$ cat src/rtl/sram_frame_writer_pkg.sv
`default_nettype none
// ============================================================================
// Module      : sram_frame_writer_pkg
// Description : Shared frame geometry, pixel record and write-FSM encoding
//               for the SRAM frame writer.
// Revision    : 1.0  initial release
// ============================================================================
package sram_frame_writer_pkg;

  localparam int H_ACT      = 640;
  localparam int V_ACT      = 480;
  localparam int FIFO_DEPTH = 8;
  localparam int FIFO_CNT_W = $clog2(FIFO_DEPTH) + 1;
  localparam int IDX_W      = 19;
  localparam int ADDR_W     = 20;
  localparam int DATA_W     = 16;

  // One buffered pixel: frame-start flag plus 10-bit RGB.
  typedef struct packed {
    logic       sof;
    logic [9:0] r;
    logic [9:0] g;
    logic [9:0] b;
  } pixel_t;

  typedef enum logic [1:0] {
    IDLE  = 2'd0,
    WR_LO = 2'd1,
    WR_HI = 2'd2
  } state_t;

  // Low SRAM word carries the upper green bits with blue.
  function automatic logic [DATA_W-1:0] lo_word(input pixel_t p);
    return {1'b0, p.g[9:5], p.b};
  endfunction

  // High SRAM word carries the lower green bits with red.
  function automatic logic [DATA_W-1:0] hi_word(input pixel_t p);
    return {1'b0, p.g[4:0], p.r};
  endfunction

endpackage
`default_nettype wire

$ cat src/rtl/sram_frame_writer_pixel_fifo.sv
`default_nettype none
// ============================================================================
// Module      : pixel_fifo
// Description : Synchronous pixel FIFO with registered full/empty flags and
//               a combinational head read (head is stable until popped).
// Revision    : 1.0  initial release
// ============================================================================
module pixel_fifo
  import sram_frame_writer_pkg::*;
#(
  parameter int DEPTH = FIFO_DEPTH
) (
  input  logic                   clk,
  input  logic                   rst_n,
  input  logic                   push,
  input  pixel_t                 push_data,
  input  logic                   pop,
  output pixel_t                 head,
  output logic                   full,
  output logic                   empty,
  output logic [$clog2(DEPTH):0] level
);

  localparam int                PW      = $clog2(DEPTH);
  localparam logic [PW-1:0]     PTR_ONE = PW'(1);
  localparam logic [PW:0]       CNT_ONE = (PW + 1)'(1);
  localparam logic [PW:0]       CNT_MAX = (PW + 1)'(DEPTH);

  pixel_t        mem [DEPTH];
  logic [PW-1:0] wr_ptr;
  logic [PW-1:0] rd_ptr;
  logic [PW:0]   count;
  logic [PW:0]   count_nxt;
  logic          do_push;
  logic          do_pop;

  // A full FIFO refuses pushes even when a pop frees a slot this cycle.
  assign do_push = push && !full;
  assign do_pop  = pop && !empty;
  assign head    = mem[rd_ptr];
  assign level   = count;

  // Occupancy after this cycle's push/pop.
  always_comb begin
    count_nxt = count;
    if (do_push && !do_pop) begin
      count_nxt = count + CNT_ONE;
    end else if (!do_push && do_pop) begin
      count_nxt = count - CNT_ONE;
    end
  end

  // Storage array; contents need no reset since flags guard every read.
  always_ff @(posedge clk) begin
    if (do_push) begin
      mem[wr_ptr] <= push_data;
    end
  end

  // Pointers, occupancy and registered status flags.
  always_ff @(posedge clk) begin
    if (!rst_n) begin
      wr_ptr <= '0;
      rd_ptr <= '0;
      count  <= '0;
      full   <= 1'b0;
      empty  <= 1'b1;
    end else begin
      if (do_push) wr_ptr <= wr_ptr + PTR_ONE;
      if (do_pop)  rd_ptr <= rd_ptr + PTR_ONE;
      count <= count_nxt;
      full  <= (count_nxt == CNT_MAX);
      empty <= (count_nxt == '0);
    end
  end

endmodule
`default_nettype wire

$ cat src/rtl/sram_frame_writer.sv
`default_nettype none
// ============================================================================
// Module      : sram_frame_writer
// Description : Buffers incoming RGB pixels and writes each one as two
//               16-bit words into a shared SRAM at 2*(640*Y+X) / +1.
// Revision    : 1.0  initial release
// ============================================================================
module sram_frame_writer
  import sram_frame_writer_pkg::*;
#(
  parameter int FRAME_W = H_ACT,
  parameter int FRAME_H = V_ACT
) (
  input  logic              CLK_50,
  input  logic              RST_N,
  input  logic              i_valid,
  output logic              o_ready,
  input  logic [9:0]        i_r,
  input  logic [9:0]        i_g,
  input  logic [9:0]        i_b,
  input  logic              i_sof,
  output logic              o_req,
  input  logic              i_gnt,
  output logic [ADDR_W-1:0] o_sram_addr,
  output logic [DATA_W-1:0] o_sram_dq,
  output logic              o_sram_we_n,
  output logic              o_frame_done
);

  localparam int                    XW        = (FRAME_W > 1) ? $clog2(FRAME_W) : 1;
  localparam int                    YW        = (FRAME_H > 1) ? $clog2(FRAME_H) : 1;
  localparam logic [XW-1:0]         X_LAST    = XW'(FRAME_W - 1);
  localparam logic [YW-1:0]         Y_LAST    = YW'(FRAME_H - 1);
  localparam logic [XW-1:0]         X_ONE     = XW'(1);
  localparam logic [YW-1:0]         Y_ONE     = YW'(1);
  localparam logic [IDX_W-1:0]      IDX_ONE   = IDX_W'(1);
  localparam logic [FIFO_CNT_W-1:0] LEVEL_ONE = FIFO_CNT_W'(1);

  state_t                  state;
  state_t                  state_nxt;
  logic                    active;
  logic [XW-1:0]           x_cnt;
  logic [YW-1:0]           y_cnt;
  logic [IDX_W-1:0]        idx;
  pixel_t                  in_pix;
  pixel_t                  head;
  logic                    fifo_full;
  logic                    fifo_empty;
  logic [FIFO_CNT_W-1:0]   fifo_level;
  logic                    push_acc;
  logic                    hi_write;
  logic [XW-1:0]           base_x;
  logic [YW-1:0]           base_y;
  logic [IDX_W-1:0]        base_idx;
  logic                    line_end;
  logic                    frame_end;

  assign in_pix   = {i_sof, i_r, i_g, i_b};
  // active keeps o_ready low through the reset cycle itself.
  assign o_ready  = active && !fifo_full;
  assign push_acc = i_valid && o_ready;
  assign hi_write = (state == WR_HI) && i_gnt;

  // A start-of-frame pixel overrides the running position with (0,0).
  assign base_x    = head.sof ? '0 : x_cnt;
  assign base_y    = head.sof ? '0 : y_cnt;
  assign base_idx  = head.sof ? '0 : idx;
  assign line_end  = (base_x == X_LAST);
  assign frame_end = line_end && (base_y == Y_LAST);

  pixel_fifo #(
    .DEPTH (FIFO_DEPTH)
  ) u_fifo (
    .clk       (CLK_50),
    .rst_n     (RST_N),
    .push      (push_acc),
    .push_data (in_pix),
    .pop       (hi_write),
    .head      (head),
    .full      (fifo_full),
    .empty     (fifo_empty),
    .level     (fifo_level)
  );

  // Write-sequencer state register.
  always_ff @(posedge CLK_50) begin
    if (!RST_N) begin
      state <= IDLE;
    end else begin
      state <= state_nxt;
    end
  end

  // Next state and SRAM bus drive; strobe only asserted in granted cycles.
  always_comb begin
    state_nxt   = state;
    o_req       = 1'b0;
    o_sram_we_n = 1'b1;
    o_sram_addr = '0;
    o_sram_dq   = '0;
    case (state)
      IDLE: begin
        o_req = !fifo_empty;
        if (!fifo_empty) state_nxt = WR_LO;
      end
      WR_LO: begin
        o_req       = 1'b1;
        o_sram_we_n = !i_gnt;
        o_sram_addr = {base_idx, 1'b0};
        o_sram_dq   = lo_word(head);
        if (i_gnt) state_nxt = WR_HI;
      end
      WR_HI: begin
        o_req       = 1'b1;
        o_sram_we_n = !i_gnt;
        o_sram_addr = {base_idx, 1'b1};
        o_sram_dq   = hi_word(head);
        // Occupancy after the pop: anything beyond the head, or a new push.
        if (i_gnt) begin
          state_nxt = ((fifo_level > LEVEL_ONE) || push_acc) ? WR_LO : IDLE;
        end
      end
      default: state_nxt = IDLE;
    endcase
  end

  // Raster position, linear index and end-of-frame pulse.
  always_ff @(posedge CLK_50) begin
    if (!RST_N) begin
      active       <= 1'b0;
      x_cnt        <= '0;
      y_cnt        <= '0;
      idx          <= '0;
      o_frame_done <= 1'b0;
    end else begin
      active       <= 1'b1;
      o_frame_done <= hi_write && frame_end;
      if (hi_write) begin
        if (line_end) begin
          x_cnt <= '0;
          if (frame_end) begin
            y_cnt <= '0;
            idx   <= '0;
          end else begin
            y_cnt <= base_y + Y_ONE;
            idx   <= base_idx + IDX_ONE;
          end
        end else begin
          x_cnt <= base_x + X_ONE;
          idx   <= base_idx + IDX_ONE;
        end
      end
    end
  end

endmodule
`default_nettype wire

$ cat config.mk
export PLATFORM = sky130hd
export DESIGN_NAME = sram_frame_writer
export DESIGN_NICKNAME = d
export VERILOG_FILES = /design/src/rtl/sram_frame_writer_pkg.sv /design/src/rtl/sram_frame_writer_pixel_fifo.sv /design/src/rtl/sram_frame_writer.sv
export SDC_FILE = /design/constraint.sdc
export NUM_CORES = 1
export LEC_CHECK = 0
export CAP_MARGIN = 0
export CORE_ASPECT_RATIO = 1.2
export CORE_UTILIZATION = 50
export CTS_BUF_LIST = sky130_fd_sc_hd__clkbuf_4
export DETAILED_ROUTE_END_ITERATION = 8
export PLACE_DENSITY = 0.69
export SLEW_MARGIN = 20
export SYNTH_ARGS = -nofsm -noshare
export SYNTH_HDL_FRONTEND = slang
export SYNTH_SLANG_ARGS = --single-unit
$ cat constraint.sdc
create_clock -name CLK_50 -period 6.2 [get_ports CLK_50]
set_clock_uncertainty 0.2 [all_clocks]
set_input_delay 1.24 -clock CLK_50 [delete_from_list [all_inputs] [get_ports CLK_50]]
set_output_delay 1.24 -clock CLK_50 [all_outputs]
set_load 0.02 [all_outputs]
==> flow_summary.toml, run 1 <==
[run_status]
status = "finished, final reports clean"

[sta]
slew_headroom_pct = 35.8
setup_violations = 0
rsz0062_at_grt = "false"
fin_tns_setup_ns = 0
maxSlewViolCount = 0
setup_ws_ns = 0.894
finalCritPeriodShare_pct = 85.6
hold_viol = 0
fmaxAchievable_mhz = 188
min_period_ns = 5.31
tightest_slew_ns = 0.958

[synthesis]
yosysTopAreaCellShare_pct = 58.7
syn-num-nets = 840
synth_top_cells_by_area = "edfxtp_1 59%, mux4_2 11%, dfxtp_1 9.0%"
async_flop_share_pct = 0
synth.most_common_cell = "edfxtp_1"
ys_warn_count = 0
syn-cell-area_mm2 = 0.0127
synth-seq-cells = 305
synth_ff_type = "edfxtp_1"
synthTopCellsByCount = "248 x edfxtp_1, 62 x mux4_2, 57 x dfxtp_1"
synth_enable_flop_cells = 248
yosys.area.top_type = "edfxtp_1"
syn-mean-instance-area_um2 = 16.0
ys_seq_area_share_pct = 67.7
ys_types = 60
syn_inst = 792

[floorplan]
die_h_um = 176
core_mm2 = 0.0248
rows = 63
io_pins = 75
die_area_mm2 = 0.0260
start_util_pct = 51.1
die_w_um = 147

[min_path]
hold_class = "reg -> reg"

[clock_tree]
clk_pin_slew_ns = 0.07
cts_tree = "built"
worst_skew_pair.late_latency_ns = 0.67
clockBufferDepth = 3
h-tree-depth = 3
root_buffer = "clkbuf_4"
postCtsSetupBuffers = 0
cts_sinks = 305
holdBufCountCts = 0
cts_buffers = 77
ctsResizeCount = 0

[drt]
wl_per_cell_um = 21.1
drt_iter0_drc = 468
ant_nets = 0
routed_wl_um = 27500
drc_errors = 0
firstDrtPassIters = 5
viasPerCell = 5.76
vias = 7532

[setup_path]
cp_data_arrival_time_ns = 3.87
cp-end-kind = "primary output"
crit_family = "multiplexers"
crit_path_max_incr_delay_ns = 0.90
path_cells = "mux4_2 > mux2_2 > nor2_1 > and2_1 > clkdlybuf4s50_1"
slowest_stage = "dfxtp_2"
worstPathRequired_ns = 4.76
cp-start-kind = "flop"
cp_max_fo = 34
cp_num_buf_inv = 1
setup.worst_path.class = "reg -> out"

[global_routing]
grt_overflow = 0
grt_pass1_wl_um = 42900
grt_pass1_vias = 7822
antenna_found_initial = 2
grt_max_degree = 53
track_usage_pct = 22.0

[job]
drv_cap = 0

[final_layout]
syn_to_final_growth_pct = 16.9
fill_cells = 1896
final_nets = 966
layout-drive-gt1-share_pct = 25.4

[placed_design]
routabilityCongestion = 0.868
dp_hpwl_um = 16300
io_buffers = 73
place_ws_ns = 1.53

[power]
power.leakage_nw = 4.65
powerDensity_mw_per_mm2 = 290
ir_drop_mv = 0.204
==> where the power goes <==
part	total [mW]	switching (mW)	internal, mW
clock	1.64	0.794	0.849
sequential	2.26	0.0200	2.24
combinational	0.400	0.235	0.165
==> area by class of cell <==
type                    count  area, um^2  share of cell area (%)
diodes                      1        2.50                  0.0169
clock buffers             106         796                    5.37
clock inverters            36         190                    1.28
inverters                  10        37.5                   0.253
multi-input cells         435        3950                    26.6
flip-flops and latches    305        8590                    58.0
well taps                 325         407                    2.74
repair buffers             89         855                    5.76
==> state kept, by name, indices dropped and copies added, names as in the netlist, named ones only <==
name           cells
u_fifo.rd_ptr      3
u_fifo.wr_ptr      3
u_fifo.empty       1
x_cnt             10
active             1
u_fifo.level       4
u_fifo.full        1
u_fifo.mem       248
y_cnt              9
state              2
idx               19
o_frame_done       1
==> worst register-to-register path: cells and delay by family, from the launching register on <==
kind | cells | cell delay [ns]
flip-flops | 1 | 0.90
multiplexers | 2 | 1.17
AO/OA/AOI/OAI | 2 | 0.66
adder cells (fa/ha/maj) | 1 | 0.20
AND/OR/NAND/NOR | 4 | 1.35
==> cell usage in the layout (no fill, tap or decap), types with 4 or more instances in the layout <==
master | synthesis | routed
edfxtp_1 | 248 | 248
clkbuf_4 | 0 | 106
clkdlybuf4s50_1 | 0 | 73
mux4_2 | 62 | 62
dfxtp_1 | 57 | 55
nand2_1 | 42 | 41
nor2_1 | 38 | 35
mux2_2 | 32 | 32
a21oi_1 | 29 | 29
and2_1 | 25 | 25
clkinv_1 | 0 | 25
a22oi_1 | 20 | 20
o21ai_0 | 20 | 20
nor2b_1 | 19 | 19
buf_4 | 1 | 15
nor3_1 | 17 | 13
ha_1 | 13 | 13
nand3_1 | 12 | 12
inv_1 | 10 | 10
a31oi_1 | 10 | 10
or3_1 | 9 | 9
and3_1 | 7 | 7
nand4_1 | 7 | 7
or4_1 | 5 | 5
xnor2_1 | 5 | 5
clkinv_2 | 0 | 5
mux2i_1 | 4 | 4
o31ai_1 | 4 | 4
==> metrics by stage <==
| stage | power [mW] | area [um^2] | hold slack, ns | cells | utilization [%] |
|---|---|---|---|---|---|
| 6_report | 4.30 | 14800 | 0.270 | 1307 | 59.7 |
| 5_1_grt | 4.49 | 14800 | 0.303 | 1307 | 59.7 |
| 4_1_cts | 4.35 | 14800 | 0.270 | 1306 | 59.7 |
| 3_5_place_dp | 2.70 | 13800 | 0.261 | 1164 | 55.7 |
| 3_3_place_gp | 2.69 | 13800 | 0.243 | 1164 | 55.7 |
| 2_1_floorplan | 2.54 | 12700 | 0.226 | 792 | - |
==> kinds of logic (layout without fill, tap and decap cells) <==
| group | Yosys count | after routing | share of synthesized area (%) |
|---|---|---|---|
| flip-flops | 305 | 305 | 67.7 |
| AND/OR/NAND/NOR | 204 | 204 | 8.57 |
| AO/OA/AOI/OAI | 110 | 110 | 5.89 |
| multiplexers | 99 | 99 | 14.3 |
| buffers and inverters | 52 | 241 | 1.65 |
| adder cells (fa/ha/maj) | 13 | 13 | 1.28 |
| XOR/XNOR | 8 | 8 | 0.552 |
| other | 1 | 2 | 0.0296 |
==> path summary, 6_finish.rpt <==
kind,startpoint,to,slack (ns),depth (start not counted)
max,flop,o_sram_addr[7],0.89,5
min,idx[18]$_SDFFE_PN0N_,idx[18]$_SDFFE_PN0N_,0.27,1
max reg2reg,flop,idx[6]$_SDFFE_PN0N_,1.56,9
min reg2reg,idx[18]$_SDFFE_PN0N_,idx[18]$_SDFFE_PN0N_,0.27,1
==> layer usage <==
layer / track usage (%) / vias to the layer above / wire length, um
met1: 26.7 / 3742 / 10700
met2: 38.5 / 302 / 14200
met4: 7.65 / 2 / 488
li1: - / 3436 / -
met3: 5.19 / 50 / 2080
met5: 0 / - / 17
(Power assumes the default switching activity.)
==> run 2: changes to the inputs <==
--- a/config.mk
+++ b/config.mk
@@ -10,7 +10,7 @@
 export CORE_UTILIZATION = 50
 export CTS_BUF_LIST = sky130_fd_sc_hd__clkbuf_4
 export DETAILED_ROUTE_END_ITERATION = 8
-export PLACE_DENSITY = 0.69
+export PLACE_DENSITY_LB_ADDON = 0.3
 export SLEW_MARGIN = 20
 export SYNTH_ARGS = -nofsm -noshare
 export SYNTH_HDL_FRONTEND = slang
==> flow_summary.toml, run 2 (same netlist as run 1, synthesis figures left out) <==
[final_layout]
top_regs = "u_fifo.mem: 248 flops, idx: 19 flops, x_cnt: 10 flops"
final_cell_mix = "248 x edfxtp_1, 112 x clkbuf_4, 73 x clkdlybuf4s50_1, 62 x mux4_2, 54 x dfxtp_1"
layout-drive-gt1-share_pct = 26.1
layout_commonest_cell = "edfxtp_1"
utilization_pct = 59.7
final_nets = 968
syn_to_final_growth_pct = 16.8
final_area_mm2 = 0.0148
largest_register = "u_fifo.mem"
fill_cells = 1932
largest_reg_flops = 248

[global_routing]
grt_overflow = 0
grt_pass1_vias = 7649
grtUsageMet2_pct = 34.7
grt_pass1_wl_um = 40500
track_usage_pct = 20.8
global_route.peak_usage_layer = "met2"
met1_usage_pct = 25.5
grt_max_degree = 35
grt.met3_usage_pct = 5.40
antenna_found_initial = 3

[power]
p_sw_share_pct = 24.1
power.share.sequential_pct = 52.9
powerDensity_mw_per_mm2 = 288
intPower_mw = 3.24
clockPowerShare_pct = 38.0
p_switching_mw = 1.03
ir_drop_mv = 0.168
power.leakage_nw = 4.66
finalPower_mw = 4.27
pwr-share-comb_pct = 9.1

[floorplan]
start_util_pct = 51.1
die_h_um = 176
core_mm2 = 0.0248
rows = 63
io_pins = 75
die_area_mm2 = 0.0260
die_w_um = 147

[placed_design]
routabilityCongestion = 0.819
dp_hpwl_um = 15100
placed_area_mm2 = 0.0138
io_buffers = 73

[drt]
drc_errors = 0
vias = 7433
ant_nets = 0
wl_per_cell_um = 19.8
drt_iter0_drc = 431
viasPerCell = 5.69
routed_wl_um = 25900
firstDrtPassIters = 5

[setup_path]
cp-start-kind = "flop"
cp-end-kind = "primary output"
cp_max_fo = 31
worstPathRequired_ns = 4.76
setup.worst_path.class = "reg -> out"
cp_data_arrival_time_ns = 3.85

[run_status]
status = "finished, final reports clean"

[clock_tree]
clockBufferDepth = 3
h-tree-depth = 3
cts_sinks = 305
postCtsSetupBuffers = 0
worst_skew_pair.late_latency_ns = 0.67
cts_buffers = 77
clk_pin_slew_ns = 0.06
ctsResizeCount = 0
cts_tree = "built"
holdBufCountCts = 0
root_buffer = "clkbuf_4"

[job]
drv_cap = 0

[sta]
maxSlewViolCount = 0
rsz0062_at_grt = "false"
setup_violations = 0
fmaxAchievable_mhz = 189
tightest_slew_ns = 1.02
fin_tns_setup_ns = 0
slew_headroom_pct = 31.9
min_period_ns = 5.29
hold_viol = 0
fin_hold_ws_ns = 0.266
finalCritPeriodShare_pct = 85.3

[min_path]
hold_class = "reg -> reg"
==> run 2: cell type report <==
class / instances / area, um^2 / share of cell area (%)
Sequential cell: 305 / 8590 / 58.0
Antenna cell: 2 / 5.00 / 0.0338
Clock buffer: 112 / 841 / 5.67
Multi-Input combinational cell: 435 / 3940 / 26.6
Timing Repair Buffer: 91 / 866 / 5.84
Tap cell: 325 / 407 / 2.74
Inverter: 10 / 37.5 / 0.253
Clock inverter: 27 / 133 / 0.895
==> run 2: final timing paths <==
kind / start / to / slack [ns] / cells past startpoint
setup / recovery: flop / o_sram_addr[14] / 0.91 / 5
hold / removal: x_cnt[1]$_SDFFE_PN0N_ / x_cnt[1]$_SDFFE_PN0N_ / 0.27 / 2
setup reg to reg: flop / idx[9]$_SDFFE_PN0N_ / 1.85 / 9
hold reg to reg: x_cnt[1]$_SDFFE_PN0N_ / x_cnt[1]$_SDFFE_PN0N_ / 0.27 / 2
==> run 2: worst max-delay path, cell delays in order (launching register included) <==
cell	delay, ns
dfxtp_4	0.74
mux4_2	0.62
mux2_2	0.48
nor2_1	0.56
and2_1	0.22
clkdlybuf4s50_1	0.60
==> run 2: power groups by stage <==
stage	sequential [mW]	clock (mW)	combinational, mW
final	2.26	1.62	0.388
after floorplan	2.30	0	0.237
after global routing	2.26	1.79	0.420
after global placement	2.30	0	0.384
after CTS	2.26	1.67	0.388
after detailed placement	2.31	0	0.387
==> run 2: layer usage <==
layer	wire, um	part of all wire, %	up-vias
met5	13	0.050	-
li1	-	-	3436
met1	10600	41	3694
met3	1650	6.4	52
met2	13000	50	249
met4	635	2.5	2
==> run 2: per-stage QoR <==
| step | cells | setup WS [ns] |
|---|---|---|
| floorplan | 792 | 1.08 |
| global placement | 1166 | 1.52 |
| detailed placement | 1166 | 1.47 |
| CTS | 1305 | 0.752 |
| global route | 1307 | 0.517 |
| finish | 1307 | 0.909 |
==> run 3: changes to the inputs <==
==> constraint.sdc (replaced) <==
create_clock -name CLK_50 -period 6.2 [get_ports CLK_50]
set_clock_uncertainty 0.2 [all_clocks]
set_input_delay 1.24 -clock CLK_50 [delete_from_list [all_inputs] [get_ports CLK_50]]
set_output_delay 1.24 -clock CLK_50 [all_outputs]
set_load 0.05 [all_outputs]
==> flow_summary.toml, run 3 (same netlist as run 1, synthesis figures left out) <==
[run_status]
status = "finished, final reports clean"

[final_layout]
final_cell_mix = "248 x edfxtp_1, 106 x clkbuf_4, 73 x clkdlybuf4s50_1, 62 x mux4_2, 54 x dfxtp_1"
largest_reg_flops = 248
fin_cells = 1295
final_nets = 966
layout-drive-gt1-share_pct = 26.0
top_regs = "u_fifo.mem: 248 flops, idx: 19 flops, x_cnt: 10 flops"
layout_commonest_cell = "edfxtp_1"
syn_to_final_growth_pct = 16.6
largest_register = "u_fifo.mem"

[job]
drv_cap = 0

[sta]
hold_viol = 0
maxSlewViolCount = 0
rsz0062_at_grt = "false"
fmaxAchievable_mhz = 181
fin_tns_setup_ns = 0
slew_headroom_pct = 31.2
min_period_ns = 5.51
tightest_slew_ns = 1.03
setup_violations = 0
finalCritPeriodShare_pct = 88.9

[placed_design]
dp.cells = 1166
dp_hpwl_um = 15600
io_buffers = 73
routabilityCongestion = 0.812

[floorplan]
rows = 63
start_util_pct = 51.1
die_area_mm2 = 0.0260
core_mm2 = 0.0248
die_w_um = 147
io_pins = 75
die_h_um = 176

[drt]
routed_wl_um = 26300
drt_iter0_drc = 477
firstDrtPassIters = 5
wl_per_cell_um = 20.3
ant_nets = 0
viasPerCell = 5.75
drc_errors = 0
vias = 7448

[setup_path]
path_cells = "buf_4 > mux4_2 > mux2_2 > a22oi_1 > nor2b_1 > clkdlybuf4s50_1"
slowest_stage = "buf_4"
cp_data_arrival_time_ns = 4.07
cp_max_fo = 48
cp-start-kind = "flop"
cp-end-kind = "primary output"
setup.worst_path.class = "reg -> out"
worstPathRequired_ns = 4.76
crit_path_max_incr_delay_ns = 0.78

[clock_tree]
clockBufferDepth = 3
holdBufCountCts = 0
cts_sinks = 305
h-tree-depth = 3
postCtsSetupBuffers = 0
ctsResizeCount = 0
cts_tree = "built"
worst_skew_pair.late_latency_ns = 0.67
cts_buffers = 75
root_buffer = "clkbuf_4"
clk_pin_slew_ns = 0.06

[power]
power.leakage_nw = 4.66
p_sw_share_pct = 24.5
intPower_mw = 3.28
powerDensity_mw_per_mm2 = 293
finalPower_mw = 4.34
clockPowerShare_pct = 37.8
ir_drop_mv = 0.221
p_switching_mw = 1.06
pwr-share-comb_pct = 10.2
power.share.sequential_pct = 52.0

[min_path]
hold_class = "reg -> reg"

[global_routing]
grt_pass1_wl_um = 41800
grt_overflow = 0
track_usage_pct = 21.3
antenna_found_initial = 2
grt_pass1_vias = 7646
grt_max_degree = 49
==> run 3: layout make-up <==
| type | instances | area [um^2] |
|---|---|---|
| inverter | 10 | 37.5 |
| clock inverter | 22 | 156 |
| timing repair buffer | 91 | 866 |
| antenna | 1 | 2.50 |
| fill | 1963 | 10000 |
| sequential | 305 | 8590 |
| multi-input combinational | 435 | 3940 |
| tap | 325 | 407 |
| clock buffer | 106 | 796 |
==> run 3: path summary, 6_finish.rpt <==
path	start	endpoint	slack (ns)	depth (start not counted)
hold / removal	x_cnt[1]$_SDFFE_PN0N_	x_cnt[1]$_SDFFE_PN0N_	0.27	2
setup reg to reg	flop	idx[2]$_SDFFE_PN0N_	2.17	10
hold reg to reg	x_cnt[1]$_SDFFE_PN0N_	x_cnt[1]$_SDFFE_PN0N_	0.27	2
setup / recovery	flop	o_sram_dq[4]	0.69	6
==> run 3: metrics by stage <==
stage | worst slack, ns | hold WS [ns] | util [%] | instance area [um^2]
2_1_floorplan | 1.08 | 0.226 | - | 12700
3_3_place_gp | 1.33 | 0.245 | 55.8 | 13800
3_5_place_dp | 1.31 | 0.257 | 55.8 | 13800
4_1_cts | 0.565 | 0.269 | 59.6 | 14800
5_1_grt | 0.422 | 0.287 | 59.6 | 14800
6_report | 0.688 | 0.268 | 59.6 | 14800
==> run 3: power by group through the flow <==
stage | Combinational (mW) | Sequential (mW) | Clock (mW)
6_report | 0.442 | 2.26 | 1.64
4_1_cts | 0.443 | 2.26 | 1.69
3_3_place_gp | 0.436 | 2.30 | 0
3_5_place_dp | 0.442 | 2.30 | 0
5_1_grt | 0.472 | 2.26 | 1.80
2_1_floorplan | 0.287 | 2.30 | 0
==> run 3: routing by layer <==
layer	part of all wire [%]	track usage, %
met5	0.038	0
met4	2.6	9.75
met3	6.8	4.83
met2	51	36.1
met1	40	26.0
==> run 3: worst max-delay path: cells and delay by family, from the launching register on <==
kind	cells	cell delay, ns
mux	2	0.90
flops	1	0.53
compound gates	1	0.28
simple gates	1	0.12
buf+inv	2	1.50
